<file path="src/rtl/jk_sync_counter_if.sv">
// Control and status bundle for jk_sync_counter: the mode inputs and the counter outputs.
// The master side drives en/up/load/d, and the slave (the counter) returns q/tc/wrap/ovf.
interface jk_sync_counter_if #(
  parameter int unsigned WIDTH = 4
);
  logic             en;
  logic             up;
  logic             load;
  logic [WIDTH-1:0] d;
  logic [WIDTH-1:0] q;
  logic             tc;
  logic             wrap;
  logic             ovf;

  modport master (
    output en, up, load, d,
    input  q, tc, wrap, ovf
  );

  modport slave (
    input  en, up, load, d,
    output q, tc, wrap, ovf
  );
endinterface

</file>
<file path="src/rtl/jk_sync_counter.sv">
// Up/down counter built from per-bit JK flip-flops driven by a small mode controller.
// Define JK_COUNTER_SAT_EN to saturate at the terminal value instead of wrapping.
module jk_sync_counter #(
  parameter int unsigned WIDTH = 4
) (
  input logic              clk,
  input logic              rst,
  jk_sync_counter_if.slave bus
);

  localparam logic [WIDTH-1:0] AllOnes = {WIDTH{1'b1}};

  typedef enum logic [1:0] {
    ModeHold,
    ModeLoad,
    ModeUp,
    ModeDown
  } mode_e;

  mode_e            mode;
  logic [WIDTH-1:0] q_q;
  logic [WIDTH-1:0] ns;
  logic [WIDTH-1:0] j;
  logic [WIDTH-1:0] k;
  logic [WIDTH-1:0] t_up;
  logic [WIDTH-1:0] t_dn;
  logic             tc;
  logic             blocked;
  logic             wrap_q, wrap_d;
  logic             ovf_q, ovf_d;

  always_comb begin
    mode = ModeHold;
    if (bus.load) begin
      mode = ModeLoad;
    end else if (bus.en) begin
      mode = bus.up ? ModeUp : ModeDown;
    end
  end

  // Bit i toggles once every lower bit is 1 (counting up) or 0 (counting down).
  always_comb begin
    logic run_up;
    logic run_dn;
    t_up   = '0;
    t_dn   = '0;
    run_up = 1'b1;
    run_dn = 1'b1;
    for (int unsigned i = 0; i < WIDTH; i++) begin
      t_up[i] = run_up;
      t_dn[i] = run_dn;
      run_up  = run_up & q_q[i];
      run_dn  = run_dn & ~q_q[i];
    end
  end

  assign tc = bus.en & ~bus.load & (bus.up ? (q_q == AllOnes) : (q_q == '0));

`ifdef JK_COUNTER_SAT_EN
  assign blocked = tc;
  assign wrap_d  = 1'b0;
`else
  assign blocked = 1'b0;
  assign wrap_d  = tc;
`endif

  // A terminal-count step sets ovf; load clears it (tc is already 0 while loading).
  assign ovf_d = bus.load ? 1'b0 : (ovf_q | tc);

  always_comb begin
    j = '0;
    k = '0;
    unique case (mode)
      ModeLoad: begin
        j = bus.d;
        k = ~bus.d;
      end
      ModeUp: begin
        j = t_up;
        k = t_up;
      end
      ModeDown: begin
        j = t_dn;
        k = t_dn;
      end
      ModeHold: begin
        j = '0;
        k = '0;
      end
      default: begin
        j = '0;
        k = '0;
      end
    endcase
    if (blocked) begin
      j = '0;
      k = '0;
    end
  end

  // JK characteristic equation, applied bitwise.
  assign ns = (j & ~q_q) | (~k & q_q);

  always_ff @(posedge clk) begin
    if (rst) begin
      q_q    <= '0;
      wrap_q <= 1'b0;
      ovf_q  <= 1'b0;
    end else begin
      q_q    <= ns;
      wrap_q <= wrap_d;
      ovf_q  <= ovf_d;
    end
  end

  assign bus.q    = q_q;
  assign bus.tc   = tc;
  assign bus.wrap = wrap_q;
  assign bus.ovf  = ovf_q;

endmodule

</file>
<file path="src/flat_wrapper.sv">
// flat-port wrapper written by rule: the top's interface ports become plain ports
module jk_sync_counter_flat 
#(
  parameter int unsigned WIDTH = 4
)
  (clk, rst, bus_en, bus_up, bus_load, bus_d, bus_q, bus_tc, bus_wrap, bus_ovf);
  jk_sync_counter_if #(.WIDTH(WIDTH)) bus_i ();
  input logic clk;
  input logic rst;
  input wire logic [$bits(bus_i.en)-1:0] bus_en;
  input wire logic [$bits(bus_i.up)-1:0] bus_up;
  input wire logic [$bits(bus_i.load)-1:0] bus_load;
  input wire logic [$bits(bus_i.d)-1:0] bus_d;
  output wire logic [$bits(bus_i.q)-1:0] bus_q;
  output wire logic [$bits(bus_i.tc)-1:0] bus_tc;
  output wire logic [$bits(bus_i.wrap)-1:0] bus_wrap;
  output wire logic [$bits(bus_i.ovf)-1:0] bus_ovf;
  assign bus_i.en = bus_en;
  assign bus_i.up = bus_up;
  assign bus_i.load = bus_load;
  assign bus_i.d = bus_d;
  assign bus_q = bus_i.q;
  assign bus_tc = bus_i.tc;
  assign bus_wrap = bus_i.wrap;
  assign bus_ovf = bus_i.ovf;
  jk_sync_counter #(.WIDTH(WIDTH)) u_core (.clk(clk), .rst(rst), .bus(bus_i));
endmodule
</file>
<file path="config.mk">
export PLATFORM = sky130hd
export DESIGN_NAME = jk_sync_counter_flat
export DESIGN_NICKNAME = d
export VERILOG_FILES = /design/src/rtl/jk_sync_counter_if.sv /design/src/rtl/jk_sync_counter.sv /design/src/flat_wrapper.sv
export SDC_FILE = /design/constraint.sdc
export NUM_CORES = 1
export LEC_CHECK = 0
export ABC_AREA = 0
export CORE_AREA = 2 2 39 41
export CTS_CLUSTER_SIZE = 24
export DETAILED_ROUTE_END_ITERATION = 10
export DIE_AREA = 0 0 41 43
export GPL_TIMING_DRIVEN = 0
export HOLD_SLACK_MARGIN = 0.02
export PLACE_DENSITY = 0.67
export SLEW_MARGIN = 10
export SYNTH_ARGS = -nofsm -noshare
export SYNTH_HDL_FRONTEND = slang
export SYNTH_SLANG_ARGS = --single-unit
</file>
<file path="constraint.sdc">
create_clock -name clk -period 1.6 [get_ports clk]
set_input_delay 0.48 -clock clk [delete_from_list [all_inputs] [get_ports clk]]
set_output_delay 0.48 -clock clk [all_outputs]
set_load 0.1 [all_outputs]
</file>
* Word level (Yosys, flattened, before mapping)
Cells that the tools add are included.
Storage, ports and cells: bits in registers 6, input port bits 9, logic and storage cells 33, output and inout bits 7
Operators by class: bitwise logic cells 17, reduce and logical (&&, ||, !) cells 3, eq/ne operators 4, multiplexer cells 6
Operators with widths (count):
- $pmux 4 s4 | 2
- $not 4->4 | 3
- $and 4x4->4 | 2
- $and 1x1->1 | 6
- $eq 2x2->1 const B | 2
- $eq 4x4->1 const B | 1
- $logic_not 4->1 | 1
- $mux 2 | 2
- $not 1->1 | 4
- $or 4x4->4 | 1
- $eq 2x1->1 const B | 1
- $logic_not 2->1 | 1
- $mux 1 | 2
- $reduce_or 2->1 | 1
- $or 1x1->1 | 1

* Longest topological paths before layout
depth after elaboration 8, depth in mapped cells 4, depth with buffers taken out 3

* Worst setup path before layout
Ideal clock, no wire load.
kind reg2out, from register u_core.q_q[0], in the netlist u_core.bus.q[0], to output port bus_tc, data required time 1.120 ns, arrival time 3.795 ns, slack -2.675 ns, path buffers 0, cell stages (with the launch flop) 4, cell sequence dfxtp_1 and4_2 mux2i_1 nor3b_1
Between the ends: longest elaborated chain between the ends 3, elaborated cells on any way between the ends 4, classes of those cells eq/ne: 1; mux: 1; bitwise: 1; reduce/logical: 1
RTL lines:
- start, declared | line jk_sync_counter.sv:21 | logic [WIDTH-1:0] q_q;
- start signal, assigned | line jk_sync_counter.sv:110 | q_q <= ns;
- $eq 4x4->1 / $logic_not 4->1 (equally long branches) | line jk_sync_counter.sv:57 | assign tc = bus.en & ~bus.load & (bus.up ? (q_q == AllOnes) : (q_q == '0));
- $mux 1 * | line jk_sync_counter.sv:57
- $and 1x1->1 * | line jk_sync_counter.sv:57
- end, declared | line flat_wrapper.sv:15 | output wire logic [$bits(bus_i.tc)-1:0] bus_tc;
Mark *: on every way between the ends. The rest lies on a longest branch, timed or not.

* Worst setup path after layout
from register u_core.q_q[2], in the netlist u_core.bus.q[2], to output port bus_tc
The elaborated chain is that of the path after synthesis.

==> metrics.md <==
| Metric | Value |
|---|---|
| Die Y-Extent | `43 um` |
| Synth cell count leaders | `dfxtp_1 (6), nor2_1 (5), nand2_1 (4), inv_1 (3)` |
| RSZ-0062 raised after global routing | `yes` |
| FF-to-FF setup slack | `0.23 ns` |
| Wire per inst | `12.5 um` |
| Worst Tran Pin Value | `0.513 ns` |
| Crit-path max FO | `3` |
| Final hold viol count | `0` |
| Number of global-route vias before repair | `376` |
| Comb power frac | `37.4%` |
| CTS tree | `yes` |
| Post-Place Cells | `71` |
| Total gr overflow | `0` |
| Tcrit/Tclk final | `123%` |
| FF-to-FF path depth | `4` |
| Bufs and invs on worst path | `1` |
| Syn Area/Cell | `8.52 sq um` |
| Yosys reg bits | `6` |
| Global Route Usage Sum | `12.8%` |
| Sw power | `0.208 mW` |
| Critical Path RT | `1.12 ns` |
| Part of the power in registers | `33.2%` |
| Power Internal | `0.325 mW` |
| Final GP Congestion | `0.654` |
| Post-Syn Area | `358 sq um` |
| Critical path's slowest cell | `dfxtp_4` |
| Total wire length | `1010 um` |
| Status | `finished with violations` |
| Worst-Skew Late Latency | `0.25 ns` |
| Asr flop ratio synth | `0%` |
| Initial antenna violation count | `0` |
| Cells after synthesis | `42` |
| Vias | `409` |
| DIE AREA | `1760 sq um` |
| Synth warnings | `0` |
| Failing checks | `negative setup slack` |
| Worst rel slew slack | `66.1%` |
| Area contributors post-synth | `dfxtp_1 (34%), a2111oi_2 (8.4%), nor2_1 (5.2%), nand2_1 (4.2%), a311o_2 (3.1%)` |
| Worst Skew | `0.00647 ns` |
| Largest delay contributor family on the critical path | `simple AND/OR/NAND/NOR gates` |
| Initial Utilization | `25.9%` |
| Worst hold path type | `register to register` |
| Clock Power Share | `29.4%` |
| PortBufs | `13` |
| Clock slew at the register clock pins of the worst setup and hold paths | `0.05 ns` |
| VDD IR max | `0.000231 V` |
| Final cell count without fillers | `81` |
| Hold depth | `2` |
| First-pass GRT wire length | `1570 um` |
| F_max | `0.509 GHz` |
| # IOs | `16` |
| CP max stage delay | `0.35 ns` |
| Antenna Diode Count | `0` |
| Avg Vias per Cell | `5.05` |
| Final WS setup | `-0.366 ns` |
| Startpoint types | `register` |
| Count leader, synth | `dfxtp_1` |
| Setup Crit Path Kind | `register to primary output` |
| Core Region | `1380 sq um` |
| Pre-CTS WS | `-1.78 ns` |
| Final Setup Violations | `1` |
| Syn-to-layout area delta | `73.1%` |
| Sequence of cells on the critical path | `nor4_4, mux2i_4, nor3b_4, buf_12` |
| Die Wd | `41 um` |
| P_leak | `0.267 nW` |
| R2r endpoint | `u_core.bus.q[2]` |
| Final #Nets | `75` |
| Post-synth top area share | `33.6%` |
| Largest net degree at the start of global routing | `11` |
| Max Transition Viols Final | `0` |
| Worst path arrival time | `1.49 ns` |
| HP Start | `u_core.bus.ovf` |
| Dominant synthesized flop cell | `dfxtp_1` |
| Maxcap violations | `0` |
| Antenna Nets Post-Route | `0` |
| Crit Reg-Reg Startpoint | `u_core.bus.q[1]` |
| WHS Endpoint | `u_core.bus.ovf` |
| Num CTS Buffers | `3` |
| Clk sink count | `6` |
| Initial DRC count | `18` |
| First-pass DRT Iterations | `4` |
| Setup tns final | `-0.366 ns` |
| Root Buffer | `clkbuf_4` |
| DRC | `0` |
| Clk buf depth | `2` |
| Design area | `619 sq um` |
| # rows | `14` |
| Sw frac | `39.0%` |
| Post-synth EDFFs | `0` |
| DP Wirelength | `665 um` |
| Area leader, netlist | `dfxtp_1` |
| Placed inst area | `561 sq um` |
| Tmin final | `1.97 ns` |
| PwrDens | `861 nW/um^2` |
| Post-synth cell types | `24` |
| Syn nets | `51` |
| CP endpoint kind | `primary output` |
| Share of cells above drive strength 1 | `47.7%` |
| H-tree Lvls | `1` |
| Seq/Total Area, Yosys | `33.6%` |
## stage by stage
step	hold WS, ns	power [mW]	utilization [%]
after floorplan	0.539	0.314	-
after global placement	0.443	0.363	40.5
after detailed placement	0.457	0.364	40.5
after CTS	0.468	0.527	43.8
after global routing	0.495	0.561	44.8
final	0.453	0.533	44.8
## worst register-to-register path, stage by stage, from the launching register on
cell and delay (ns):
dfxtp_4 0.37, buf_4 0.14, and3_1 0.14, o2111a_1 0.25
a2111oi_2 0.34
## area by class of cell
type	instances	area [sq um]
Buffer	2	10.0
Clock buffer	4	26.3
Fill cell	142	764
Inverter	3	11.3
Multi-Input combinational cell	31	256
Sequential cell	6	133
Tap cell	16	20.0
Timing Repair Buffer	19	163
## cells by family (layout without fill, tap and decap cells)
kind of cell	Yosys count	after routing	synth area share (%)
DFF	6	6	33.6
muxes	1	1	2.80
AOI/OAI and AO/OA	9	9	23.1
and+or+nand+nor	19	19	29.7
xor gates and xnor gates	2	2	4.90
buffers and inverters	5	28	5.94
## placed cells by master (no fill, tap or decap), types with 2 or more instances in the layout
cell type,instances
buf_2,6
dfxtp_1,2
nor2_1,5
nand2_1,4
o21ai_0,2
a2111oi_2,2
inv_1,3
nor3_1,2
clkbuf_4,5
buf_4,6
clkdlybuf4s50_1,4
dfxtp_4,3
## metal layers
layer  wire [um]  track usage [%]
met2         495             20.6
met3          83             1.57
met1         434             15.8
met5           0                0
met4           0             6.00
## how the worst max path moves through the flow
stage	startpoint	to	slack [ns]	cells past startpoint
2_1_floorplan	u_core.bus.q[1]	bus_tc	-0.69	3
3_5_place_dp	bus_up	bus_tc	-1.78	5
5_1_grt	u_core.bus.q[0]	bus_tc	-0.44	4
3_3_place_gp	bus_up	bus_tc	-1.75	5
4_1_cts	u_core.bus.q[1]	bus_tc	-0.39	4
6_report	u_core.bus.q[2]	bus_tc	-0.37	4
## power groups by stage
stage	sequential, mW	combinational, mW	clock (mW)
2_1_floorplan	0.252	0.0619	0
3_3_place_gp	0.182	0.181	0
3_5_place_dp	0.182	0.182	0
4_1_cts	0.179	0.187	0.162
5_1_grt	0.178	0.212	0.171
6_report	0.177	0.199	0.157
## state kept, by name, indices dropped and copies added (netlist names)
signal	flops
u_core.bus.q	4
u_core.bus.wrap	1
u_core.bus.ovf	1
## timing repair
action                     CTS  global route
pin swaps                    2             2
hold buffers                 0             0
setup endpoints to repair    8             6
resized for setup           35            10
setup buffers                3             3
hold endpoints to repair     0             0
(Power assumes the default switching activity.)
